File: config.mk
export PLATFORM = sky130hd
export DESIGN_NAME = histo_th_calc
export DESIGN_NICKNAME = d
export VERILOG_FILES = /design/src/rtl/histo_th_calc.sv
export SDC_FILE = /design/constraint.sdc
export NUM_CORES = 1
export LEC_CHECK = 0
export BUFFER_PORTS_ARGS = -buffer_cell sky130_fd_sc_hd__buf_4
export CAP_MARGIN = 30
export CORE_MARGIN = 1
export CORE_UTILIZATION = 50
export CTS_BUF_LIST = sky130_fd_sc_hd__clkbuf_8
export DETAILED_ROUTE_END_ITERATION = 10
export PLACE_DENSITY = 0.69
export SLEW_MARGIN = 20
export SYNTH_ARGS = -nofsm -noshare
export SYNTH_HDL_FRONTEND = slang
export SYNTH_SLANG_ARGS = --single-unit
File: constraint.sdc
create_clock -name clk -period 5.4 [get_ports clk]
set_input_delay 0.81 -clock clk [delete_from_list [all_inputs] [get_ports clk]]
set_output_delay 0.81 -clock clk [all_outputs]
set_load 0.02 [all_outputs]
File: src/rtl/histo_th_calc.sv
// Histogram threshold calculator: one pass over the bins builds the cumulative count and records
// the first bin that reaches each k*N/2**P_QNT_BIT target. Optional macro HISTO_TH_CLR_EN clears bins as they are read.
module histo_th_calc #(
  parameter int P_DEPTH_BIT = 8,
  parameter int P_SIZE_BIT  = 10,
  parameter int P_QNT_BIT   = 3,
  parameter int P_TH_NUM    = 7
) (
  input  logic                            clk,
  input  logic                            rst_n,
  input  logic                            start_i,
  input  logic [P_SIZE_BIT:0]             pix_num_i,
  output logic                            histo_sram_rd_o,
  output logic [P_DEPTH_BIT-1:0]          histo_sram_a_o,
  input  logic [P_SIZE_BIT-1:0]           histo_sram_d_i,
`ifdef HISTO_TH_CLR_EN
  output logic                            histo_sram_we_o,
  output logic [P_DEPTH_BIT-1:0]          histo_sram_wa_o,
`endif
  output logic [P_TH_NUM*P_DEPTH_BIT-1:0] th_o,
  output logic                            th_vld_o,
  output logic                            busy_o
);

  localparam int L_CUM_W = P_DEPTH_BIT + P_SIZE_BIT;
  localparam int L_TGT_W = P_SIZE_BIT + 1 + P_QNT_BIT;
  localparam logic [P_DEPTH_BIT-1:0] L_LAST = '1;

  typedef enum logic [1:0] {S_IDLE, S_READ, S_DRAIN, S_DONE} state_t;

  state_t                  r_state;
  state_t                  w_next;
  logic                    r_rd;
  logic [P_DEPTH_BIT-1:0]  r_addr;
  logic                    r_dvld;
  logic [P_DEPTH_BIT-1:0]  r_bin;
  logic [L_CUM_W-1:0]      r_cum;
  logic [L_CUM_W-1:0]      w_cum_nxt;
  logic [L_CUM_W-1:0]      r_tgt [P_TH_NUM];
  logic [P_DEPTH_BIT-1:0]  r_th  [P_TH_NUM];
  logic [P_TH_NUM-1:0]     r_filled;
  logic                    r_th_vld;
  logic                    w_start;
  logic                    w_to_done;

  assign w_start   = (r_state == S_IDLE) && start_i;
  // DRAIN waits until the last returned bin has been accumulated
  assign w_to_done = (r_state == S_DRAIN) && !r_dvld;
  assign w_cum_nxt = r_cum + L_CUM_W'(histo_sram_d_i);

  always_comb begin
    w_next = r_state;
    case (r_state)
      S_IDLE:  if (start_i) w_next = S_READ;
      S_READ:  if (r_addr == L_LAST) w_next = S_DRAIN;
      S_DRAIN: if (!r_dvld) w_next = S_DONE;
      S_DONE:  w_next = S_IDLE;
      default: w_next = S_IDLE;
    endcase
  end

  always_ff @(posedge clk) begin
    if (!rst_n) begin
      r_state  <= S_IDLE;
      r_rd     <= 1'b0;
      r_addr   <= '0;
      r_dvld   <= 1'b0;
      r_bin    <= '0;
      r_cum    <= '0;
      r_filled <= '0;
      r_th_vld <= 1'b0;
      for (int k = 0; k < P_TH_NUM; k++) begin
        r_tgt[k] <= '0;
        r_th[k]  <= '0;
      end
    end else begin
      r_state <= w_next;
      r_dvld  <= r_rd;
      r_bin   <= r_addr;

      if (r_state == S_READ) begin
        if (r_addr == L_LAST) r_rd <= 1'b0;
        else                  r_addr <= r_addr + 1'b1;
      end

      // every unfilled target is checked against the running total including this bin
      if (r_dvld) begin
        r_cum <= w_cum_nxt;
        for (int k = 0; k < P_TH_NUM; k++) begin
          if (!r_filled[k] && (w_cum_nxt >= r_tgt[k])) begin
            r_filled[k] <= 1'b1;
            r_th[k]     <= r_bin;
          end
        end
      end

      if (w_to_done) begin
        r_th_vld <= 1'b1;
        for (int k = 0; k < P_TH_NUM; k++)
          if (!r_filled[k]) r_th[k] <= L_LAST;
      end

      if (w_start) begin
        r_rd     <= 1'b1;
        r_addr   <= '0;
        r_cum    <= '0;
        r_filled <= '0;
        r_th_vld <= 1'b0;
        for (int k = 0; k < P_TH_NUM; k++)
          r_tgt[k] <= L_CUM_W'((L_TGT_W'(k + 1) * L_TGT_W'(pix_num_i)) >> P_QNT_BIT);
      end
    end
  end

  always_comb begin
    th_o = '0;
    for (int k = 0; k < P_TH_NUM; k++)
      th_o[k*P_DEPTH_BIT +: P_DEPTH_BIT] = r_th[k];
  end

  assign histo_sram_rd_o = r_rd;
  assign histo_sram_a_o  = r_addr;
  assign th_vld_o        = r_th_vld;
  assign busy_o          = (r_state == S_READ) || (r_state == S_DRAIN);

`ifdef HISTO_TH_CLR_EN
  // write enable is gated by reset so it falls without waiting for an edge
  assign histo_sram_we_o = r_dvld & rst_n;
  assign histo_sram_wa_o = r_bin;
`endif

endmodule
==> results of run 1 <==
[worst paths after layout]
kind / slack [ns] / start / endpoint / cells after the start
worst min register to register: 0.47 / th_vld_o / th_vld_o / 2
worst max register to register: 1.04 / r_cum[2] / r_th[4][0] / 16
worst min-delay path: 0.47 / th_vld_o / th_vld_o / 2
worst max-delay path: 0.93 / histo_sram_d_i[2] / r_th[4][0] / 17
[stage by stage]
step                area (um2)  hold WS [ns]  util [%]  setup WS [ns]  total power, mW
floorplan                 9240         0.437         -           1.01             2.88
global placement         10200         0.449      56.3          0.578             3.41
detailed placement       10200         0.461      56.4          0.459             3.45
CTS                      10600         0.481      58.7          0.928             4.35
global route             10600         0.529      58.9          0.527             4.65
finish                   10600         0.475      58.9          0.926             4.33
[power groups by stage]
stage          clock network [mW]  registers [mW]  logic, mW
4_1_cts                     0.915            1.61       1.82
5_1_grt                     0.959            1.63       2.06
2_1_floorplan                   0            1.78       1.10
3_5_place_dp                    0            1.63       1.81
3_3_place_gp                    0            1.63       1.78
6_report                    0.899            1.61       1.82
[critical path, delay by kind of cell]
family	cells	cell delay (ns)
xor+xnor	1	0.64
simple gates	3	0.48
mux	1	0.13
compound gates	8	1.39
fa+ha+maj	2	0.74
buf+inv	2	0.45
[state kept, by name (all words and copies together), names as in the netlist]
name / count
histo_sram_a_o: 8
r_bin: 8
r_tgt: 43
r_th: 56
r_filled: 7
r_dvld: 1
histo_sram_rd_o: 1
r_cum: 18
r_state: 2
th_vld_o: 1
[per-layer routing]
layer	routed length [um]	up-vias	part of all wire, %
met1	9540	3202	49
met4	325	0	1.7
met3	706	25	3.6
met5	0	-	0
li1	-	3506	-
met2	8810	135	45
[cell families (layout without fill, tap and decap cells)]
kind of cell	count (synthesis)	count (layout)	share of synthesized area, %
adder cells (fa/ha/maj)	133	133	19.1
buffers and inverters	104	211	4.44
AO/OA/AOI/OAI	189	189	13.6
multiplexers	38	38	4.12
XOR/XNOR	38	38	3.60
flip-flops	145	145	40.4
AND/OR/NAND/NOR	289	289	14.7
[cell usage in the layout (no fill, tap or decap), types with 25 or more instances in the layout]
| cell type | Yosys | layout |
|---|---|---|
| xnor2_1 | 25 | 25 |
| a21oi_1 | 49 | 49 |
| nor2_1 | 149 | 149 |
| buf_4 | 4 | 99 |
| dfxtp_1 | 62 | 62 |
| o21ai_0 | 40 | 40 |
| ha_1 | 119 | 119 |
| edfxtp_1 | 83 | 83 |
| inv_1 | 77 | 77 |
| nand2_1 | 34 | 33 |
| mux2i_1 | 38 | 38 |
[final cells by class]
class	instances	area (um2)
inverter	78	293
timing repair buffer	101	776
multi-input combinational	687	5100
fill	1566	7420
clock inverter	15	188
clock buffer	17	234
sequential	145	3730
tap	229	287
==> run_results.csv, run 1 <==
group,metric,value,unit
global_routing,grt_use_met1,29.7,%
routing,wl,19400,um
timing,setup_viol,0,
synthesis,synthDistinctLibCells,58,
timing,post-route-period-util,82.9,%
clock_tree,cts-root-buf,"clkbuf_8",
clock_tree,cts_inserted_buffers,17,
routing,vias_per_cell,5.40,
worst_setup_path,cp-start-kind,"input port",
clock_tree,h-tree-depth,4,
worst_setup_path,crit_path_cell_trace,"buf_4 -> ha_1 -> o21a_1 -> a21oi_1 -> nor2b_1 -> nor2_1 -> xnor2_1 -> ha_1 -> a21o_1 -> a21oi_1 -> o21ai_0 -> a21o_1 -> a211oi_1 -> a311oi_1 -> nor4_4 -> buf_4 -> mux2i_1",
cells_and_area,antenna_cells,0,
synthesis,netlist_top_cells_count,"149 x nor2_1, 119 x ha_1, 83 x edfxtp_1",
cells_and_area,stdcell_count,1272,
worst_setup_path,arrival,4.67,ns
clock_tree,postCtsHoldBufs,0,
synthesis,syn_area,0.00924,mm2
routing,first_pass_iters,7,
worst_setup_path,slowest_delay,0.64,ns
die,dieArea,0.0190,mm2
die,num_rows,49,
clock_tree,clk-insertion-delay-late,0.46,ns
power_and_ir_drop,swShare,39.0,%
global_routing,gr-usage-met2,33.6,%
routing,wl_per_cell,15.2,um
worst_setup_path,cp_slowest_cell,"xnor2_1",
global_routing,grt.busiest_layer,"met2",
die,core_region_area,0.0180,mm2
synthesis,yosysWarnings,0,
timing,hold_violations,0,
power_and_ir_drop,combPwrFrac,42.1,%
synthesis,yosys_register_bits,145,
timing,min_period,4.47,ns
clock_tree,cts_resized,0,
placement,place_inst,1239,
power_and_ir_drop,leakagePower,4.64,nW
die,die_w,138,um
timing,finalSetupTns,0,ns
clock_tree,cts_buffer_depth,2,
cells_and_area,drive_gt1_share,14.5,%
clock_tree,cts_tree,"done",
synthesis,netlist.area_leader.share,27.0,%
timing,fmax,224,MHz
power_and_ir_drop,pwr-share-seq,37.1,%
worst_setup_path,required,5.59,ns
power_and_ir_drop,peakVddDrop,282,uV
outcome,outcome,"finished, final reports clean",
worst_setup_path,cp_max_fo,32,
synthesis,synth_edf_count,83,
die,initial_utilization,51.3,%
synthesis,synth_ff_type,"edfxtp_1",
placement,numPortBuffers,90,
clock_tree,cts_setup_buffers,0,
clock_tree,clk_pin_slew,0.09,ns
routing,ant_nets,0,
die,die_y,138,um
timing,rsz0062_at_grt,"no",
synthesis,synth.most_common_cell,"nor2_1",
worst_setup_path,critPathKind,"in -> reg",
synthesis,syn_avg_cell_area,9.87,um2
synthesis,synthArstFlopShare,0,%
hold_path,min_path_type,"reg -> reg",
global_routing,grt_pass1_vias,6378,
global_routing,antenna_found_initial,0,
synthesis,netlist.top_cell.by_area,"edfxtp_1",
synthesis,synth_area_leaders,"edfxtp_1 27%, ha_1 16%, dfxtp_1 13%",
routing,vias,6868,
timing,tightest_slew,0.863,ns
timing,drv_slew,0,
placement,place.gp.congestion,0.846,
die,top_level_ports,91,
job,max_cap_viol_count,0,
timing,maxSlewHeadroom,42.3,%
routing,drt_first_iter_violations,495,
cells_and_area,areaGrowthSynthToFinish,14.8,%
worst_setup_path,endpoint_kind,"flip-flop",
power_and_ir_drop,p_per_area,408,mW/mm2
global_routing,grt_use_total,21.3,%
global_routing,grt_max_degree,47,
cells_and_area,nNetsFinal,1187,
global_routing,use_met3,3.62,%
power_and_ir_drop,clkPwrFrac,20.8,%
clock_tree,cts_sinks,145,
power_and_ir_drop,power.switching,1.69,mW
global_routing,grt_pass1_wl,31400,um
placement,post-dp-hpwl,14500,um
routing,drcViolationCount,0,
synthesis,syn_nets,1093,
timing,fin_skew,0.0119,ns
global_routing,grt_overflow,0,
synthesis,syn_inst,936,
synthesis,synth_seq_area_share,40.4,%
power_and_ir_drop,internal_power,2.64,mW
Note: power is estimated with default switching activity, not from simulation.
==> run 2, diff against run 1 <==
--- a/config.mk
+++ b/config.mk
@@ -5,6 +5,7 @@
 export SDC_FILE = /design/constraint.sdc
 export NUM_CORES = 1
 export LEC_CHECK = 0
+export ABC_AREA = 1
 export BUFFER_PORTS_ARGS = -buffer_cell sky130_fd_sc_hd__buf_4
 export CAP_MARGIN = 30
 export CORE_MARGIN = 1
==> constraint.sdc (replaced) <==
create_clock -name clk -period 4.15 [get_ports clk]
set_input_delay 0.6225 -clock clk [delete_from_list [all_inputs] [get_ports clk]]
set_output_delay 0.6225 -clock clk [all_outputs]
set_load 0.02 [all_outputs]
==> run 2 against run 1 <==
  * Core utilization rose by 0.76 points
  * Sequential power grew 30%
  * Synthesized cell count up 27%
  * Clock skew grew 0.0034 ns
  * Largest power group unchanged
  * Combinational power is 45% higher
  * Non-clock buffer count rose by 18
  * Clock power rose by 33%
  * Total power up 37%
==> run_results.csv, run 2 <==
group,metric,value,unit
global_routing,grt_max_degree,37,
timing,hold_violations,0,
worst_setup_path,r2r-start,"r_cum[4]",
synthesis,syn_nets,1342,
die,num_rows,50,
routing,first_pass_iters,5,
routing,wl,21800,um
die,core_region_area,0.0188,mm2
worst_setup_path,critPathKind,"reg -> reg",
power_and_ir_drop,totalPowerFinal,5.93,mW
worst_setup_path,endpoint_kind,"flip-flop",
timing,post-route-period-util,91.9,%
synthesis,synth.most_common_cell,"nand2_1",
synthesis,netlist_top_cells_count,"246 x nand2_1, 192 x inv_1, 119 x ha_1",
routing,drcViolationCount,0,
clock_tree,cts_buffer_depth,2,
routing,drt_first_iter_violations,386,
timing,fin_skew,0.0153,ns
placement,post-dp-hpwl,16900,um
synthesis,synthArstFlopShare,0,%
job,max_cap_viol_count,0,
clock_tree,cts_sinks,145,
placement,numPortBuffers,90,
timing,tightest_slew,0.815,ns
cells_and_area,final_cell_area,0.0112,mm2
worst_setup_path,worstRegToRegCells,20,
clock_tree,clk_pin_slew,0.10,ns
cells_and_area,final_common_cell,"nand2_1",
timing,finalSetupTns,0,ns
global_routing,grt_overflow,0,
worst_setup_path,cp_max_fo,10,
synthesis,synth_seq_area_share,38.9,%
routing,vias,8053,
die,top_level_ports,91,
cells_and_area,drive_gt1_share,15.6,%
die,die_w,141,um
cells_and_area,areaGrowthSynthToFinish,16.5,%
cells_and_area,top_register,"r_th",
clock_tree,cts_inserted_buffers,17,
cells_and_area,antenna_cells,0,
synthesis,syn_inst,1185,
cells_and_area,layout_common_cells,"246 x nand2_1, 191 x inv_1, 119 x ha_1",
timing,fin_ws,0.336,ns
timing,drv_slew,0,
worst_setup_path,worstSetupEndpoint,"r_th[4][3]",
timing,min_period,3.81,ns
synthesis,netlist.top_cell.by_area,"edfxtp_1",
cells_and_area,largest_reg_flops,56,
placement,place_inst,1522,
synthesis,synth_edf_count,83,
worst_setup_path,cp-start-kind,"flip-flop",
outcome,outcome,"finished, final reports clean",
clock_tree,h-tree-depth,4,
clock_tree,cts_setup_buffers,0,
timing,whs,0.459,ns
synthesis,synth_area_leaders,"edfxtp_1 26%, ha_1 16%, dfxtp_1 13%",
die,initial_utilization,51.2,%
placement,place.gp.congestion,0.885,
clock_tree,cts-root-buf,"clkbuf_8",
clock_tree,postCtsHoldBufs,0,
hold_path,min_path_type,"reg -> reg",
global_routing,grt_pass1_wl,36900,um
synthesis,syn_area,0.00961,mm2
cells_and_area,stdcell_count,1554,
placement,post-place-ws,-0.144,ns
placement,postPlaceCellArea,0.0107,mm2
cells_and_area,nNetsFinal,1464,
clock_tree,clk-insertion-delay-late,0.47,ns
power_and_ir_drop,leakagePower,5.68,nW
clock_tree,cts_tree,"done",
cells_and_area,top_regs,"r_th (56), r_tgt (43), r_cum (18)",
worst_setup_path,rr_endpoint,"r_th[4][3]",
synthesis,syn_avg_cell_area,8.11,um2
routing,ant_nets,0,
synthesis,synthDistinctLibCells,43,
worst_setup_path,arrival,4.02,ns
timing,maxSlewHeadroom,45.5,%
routing,wl_per_cell,14.1,um
die,die_y,141,um
power_and_ir_drop,p_per_area,530,mW/mm2
global_routing,antenna_found_initial,0,
cells_and_area,fin_util,59.6,%
worst_setup_path,startpoint,"r_cum[4]",
worst_setup_path,required,4.36,ns
synthesis,netlist.area_leader.share,25.9,%
timing,setup_viol,0,
synthesis,synth_ff_type,"edfxtp_1",
global_routing,grt_use_total,23.6,%
routing,vias_per_cell,5.18,
worst_setup_path,rrSetupSlack,0.34,ns
timing,fmax,262,MHz
timing,rsz0062_at_grt,"no",
synthesis,yosysWarnings,0,
power_and_ir_drop,peakVddDrop,229,uV
global_routing,grt_pass1_vias,7804,
die,dieArea,0.0198,mm2
synthesis,yosys_register_bits,145,
==> run 2: critical path, stage by stage (launching register included) <==
cell and delay (ns):
dfxtp_1 0.34, ha_1 0.34, nand2_1 0.06, nand2_1 0.09, inv_1 0.05, nand2_1 0.09, xor2_1 0.66, ha_1 0.39
a21oi_1 0.13, o21ai_0 0.10, a21oi_1 0.13, o21a_1 0.12, nand2_1 0.06, a21oi_1 0.12, nand2_1 0.08, nand3_1 0.07
nand2_1 0.07, nor2_2 0.17, nand3_4 0.17, nand2_2 0.17, o21ai_0 0.13
==> run 2: worst min path at each step <==
| stage | endpoint | slack, ns | depth (start not counted) | from |
|---|---|---|---|---|
| 2_1_floorplan | r_filled[2] | 0.44 | 2 | r_filled[2] |
| 3_3_place_gp | r_bin[6] | 0.45 | 2 | histo_sram_a_o[6] |
| 3_5_place_dp | r_bin[6] | 0.45 | 2 | histo_sram_a_o[6] |
| 4_1_cts | r_bin[6] | 0.46 | 2 | histo_sram_a_o[6] |
| 5_1_grt | r_cum[0] | 0.49 | 2 | r_cum[0] |
| 6_report | r_bin[6] | 0.46 | 2 | histo_sram_a_o[6] |
==> run 2: cells by family after synthesis <==
logic type | synth area share, %
AOI/OAI and AO/OA | 10.8
adders and majority gates | 18.4
xor gates and xnor gates | 1.00
and+or+nand+nor | 22.2
buffers and inverters | 8.68
DFF | 38.9
==> run 2: report_power, final <==
part / switching [mW] / internal (mW) / leakage (nW)
logic: 1.63 / 1.00 / 4.09
clock network: 0.638 / 0.566 / 0.215
registers: 0.155 / 1.94 / 1.38
total: 2.42 / 3.51 / 5.68
==> run 2: routing by layer <==
metal	vias to the layer above	global-route usage (%)	wire length [um]
li1	4148	-	-
met1	3730	31.3	10500
met2	150	39.9	10200
met3	25	4.08	925
met4	0	6.35	279
met5	-	0	0
==> run 2: area by class of cell <==
class	instances	area (um2)
clock buffers	17	234
repair buffers	119	918
well taps	234	293
clock inverters	15	191
flip-flops and latches	145	3730
fillers	1692	7580
multi-input cells	820	5050
inverters	204	766
==> run 2: what timing repair did <==
action	in CTS	in global routing
setup endpoints to repair	0	11
hold endpoints to repair	0	0
resized for setup	0	2
==> run 3, diff against run 2 <==
--- a/config.mk
+++ b/config.mk
@@ -8,9 +8,9 @@
 export ABC_AREA = 1
 export BUFFER_PORTS_ARGS = -buffer_cell sky130_fd_sc_hd__buf_4
 export CAP_MARGIN = 30
-export CORE_MARGIN = 1
+export CORE_MARGIN = 5
 export CORE_UTILIZATION = 50
-export CTS_BUF_LIST = sky130_fd_sc_hd__clkbuf_8
+export CTS_BUF_LIST = sky130_fd_sc_hd__clkbuf_16
 export DETAILED_ROUTE_END_ITERATION = 10
 export PLACE_DENSITY = 0.69
 export SLEW_MARGIN = 20
==> run 3 against run 2 <==
  * Design area is 1.1% higher
  * Count of clock-buffer cells in the layout up 2
  * Register-to-register slack improved by 0.04 ns
  * Sequential share of layout area decreased by 0.36 points
  * Maximum frequency grew 0.98%
  * Clock skew is 0.0024 ns lower
  * Critical path depth is 1 lower
  * Worst setup slack improved by 0.037 ns
  * Via count unchanged
  * Sequential power about the same
==> run_results.csv, run 3 (synthesis results as in run 2) <==
group,metric,value,unit
timing,fmax,265,MHz
clock_tree,cts-root-buf,"clkbuf_16",
cells_and_area,final_common_cell,"nand2_1",
power_and_ir_drop,clkPwrFrac,23.8,%
cells_and_area,layout_common_cells,"246 x nand2_1, 192 x inv_1, 119 x ha_1",
hold_path,holdPathStages,2,
cells_and_area,largest_reg_flops,56,
die,die_y,149,um
placement,numPortBuffers,90,
power_and_ir_drop,totalPowerFinal,6.22,mW
die,core_region_area,0.0188,mm2
worst_setup_path,worstRegToRegCells,19,
global_routing,antenna_found_initial,0,
hold_path,holdCritStartpoint,"r_cum[0]",
clock_tree,h-tree-depth,4,
job,max_cap_viol_count,0,
cells_and_area,multi_input_area,0.00505,mm2
worst_setup_path,cp_max_fo,10,
routing,first_pass_iters,5,
timing,finalSetupTns,0,ns
cells_and_area,antenna_cells,0,
power_and_ir_drop,swShare,39.2,%
placement,post-dp-hpwl,17600,um
clock_tree,cts_sinks,145,
worst_setup_path,endpoint_kind,"flip-flop",
global_routing,grt_overflow,0,
timing,tightest_slew,0.846,ns
die,dieArea,0.0221,mm2
timing,drv_slew,0,
clock_tree,clk-insertion-delay-late,0.43,ns
timing,min_period,3.78,ns
power_and_ir_drop,internal_power,3.78,mW
cells_and_area,fin_util,60.1,%
cells_and_area,stdcell_count,1574,
cells_and_area,areaGrowthSynthToFinish,17.8,%
timing,post-route-period-util,91.0,%
timing,hold_violations,0,
global_routing,grt_max_degree,54,
routing,wl,23100,um
routing,wl_per_cell,14.7,um
placement,place_inst,1542,
worst_setup_path,required,4.32,ns
worst_setup_path,arrival,3.94,ns
clock_tree,cts_tree,"done",
clock_tree,cts_inserted_buffers,17,
worst_setup_path,rrSetupSlack,0.37,ns
die,top_level_ports,91,
routing,vias,8053,
routing,drt_first_iter_violations,452,
hold_path,hold_end,"r_cum[0]",
power_and_ir_drop,leakagePower,5.73,nW
routing,ant_nets,0,
worst_setup_path,r2r-start,"r_cum[6]",
global_routing,grt_pass1_wl,39100,um
cells_and_area,fillers,1713,
cells_and_area,top_regs,"r_th (56), r_tgt (43), r_cum (18)",
clock_tree,clk_pin_slew,0.06,ns
routing,vias_per_cell,5.12,
cells_and_area,drive_gt1_share,15.1,%
timing,setup_viol,0,
clock_tree,postCtsHoldBufs,0,
hold_path,min_path_type,"reg -> reg",
worst_setup_path,critPathKind,"reg -> reg",
power_and_ir_drop,pwr-share-seq,33.7,%
global_routing,grt_pass1_vias,8147,
worst_setup_path,rr_endpoint,"r_th[4][5]",
power_and_ir_drop,combPwrFrac,42.5,%
clock_tree,cts_buffer_depth,2,
die,die_w,149,um
timing,fin_ws,0.373,ns
power_and_ir_drop,peakVddDrop,413,uV
outcome,outcome,"finished, final reports clean",
global_routing,grt_use_total,21.9,%
timing,maxSlewHeadroom,43.4,%
die,num_rows,50,
routing,drcViolationCount,0,
die,initial_utilization,51.0,%
cells_and_area,seq_area,0.00373,mm2
cells_and_area,nNetsFinal,1458,
worst_setup_path,cp-start-kind,"flip-flop",
power_and_ir_drop,power.switching,2.44,mW
cells_and_area,top_register,"r_th",
placement,place.gp.congestion,0.877,
worst_setup_path,startpoint,"r_cum[6]",
timing,rsz0062_at_grt,"no",
power_and_ir_drop,p_per_area,550,mW/mm2
timing,fin_skew,0.0129,ns
placement,post-place-ws,-0.0106,ns
run 3: cell count changes in the layout (fill, tap and decap cells not counted), moves of 3 or more:
cell       delta
clkbuf_16    +19
clkbuf_8     -17
buf_4         -6
inv_4         +3
run 3: final cells by class:
| type | instances | area share, % |
|---|---|---|
| multi-input combinational | 820 | 44.6 |
| clock buffer | 19 | 4.20 |
| sequential | 145 | 33.0 |
| clock inverter | 13 | 0.808 |
| inverter | 204 | 6.77 |
| tap | 260 | 2.88 |
| timing repair buffer | 113 | 7.72 |
run 3: layer usage:
metal / track usage, % / vias up / share of wire [%]
met4: 7.30 / 0 / 2.0
li1: - / 4135 / -
met5: 0 / - / 0
met2: 36.8 / 172 / 47
met3: 2.96 / 35 / 4.2
met1: 29.3 / 3711 / 46
run 3: repair_timing:
action | 4_1_cts | 5_1_grt
setup buffers | 0 | 0
setup endpoints to repair | 0 | 1
gates resized for setup | 0 | 1
run 3: power by group through the flow:
stage	registers, mW	logic (mW)	clock network [mW]
after floorplan	2.33	1.53	0
after CTS	2.10	2.65	1.50
after global routing	2.13	3.01	1.56
final	2.10	2.64	1.48
after global placement	2.13	2.57	0
after detailed placement	2.13	2.63	0
run 3: stage by stage:
step	hold slack (ns)	cell area, um2
global route	0.497	11300
CTS	0.473	11300
detailed placement	0.462	10700
global placement	0.454	10700
finish	0.470	11300
floorplan	0.444	9610
run 3: worst max path at each step:
| stage | to | slack, ns | depth (start not counted) |
|---|---|---|---|
| 2_1_floorplan | r_th[4][0] | 0.28 | 18 |
| 3_3_place_gp | r_th[4][3] | 0.07 | 20 |
| 3_5_place_dp | r_th[4][1] | -0.01 | 23 |
| 4_1_cts | r_th[4][5] | 0.38 | 22 |
| 5_1_grt | r_th[4][1] | 0.04 | 18 |
| 6_report | r_th[4][5] | 0.37 | 19 |
run 3: critical path: stages (launching register included):
cell and delay, ns:
dfxtp_1 0.31, ha_1 0.32, nand2_1 0.10, nor2_1 0.15, nand2_1 0.08, nand2_1 0.11, xor2_1 0.64, buf_4 0.27
ha_1 0.24, a21oi_1 0.15, o21a_1 0.13, nand2_1 0.05, a21oi_1 0.12, nand2_1 0.08, nand3_1 0.07, nand2_1 0.07
nor2_2 0.16, nand3_4 0.18, nand2_2 0.18, o21ai_0 0.11
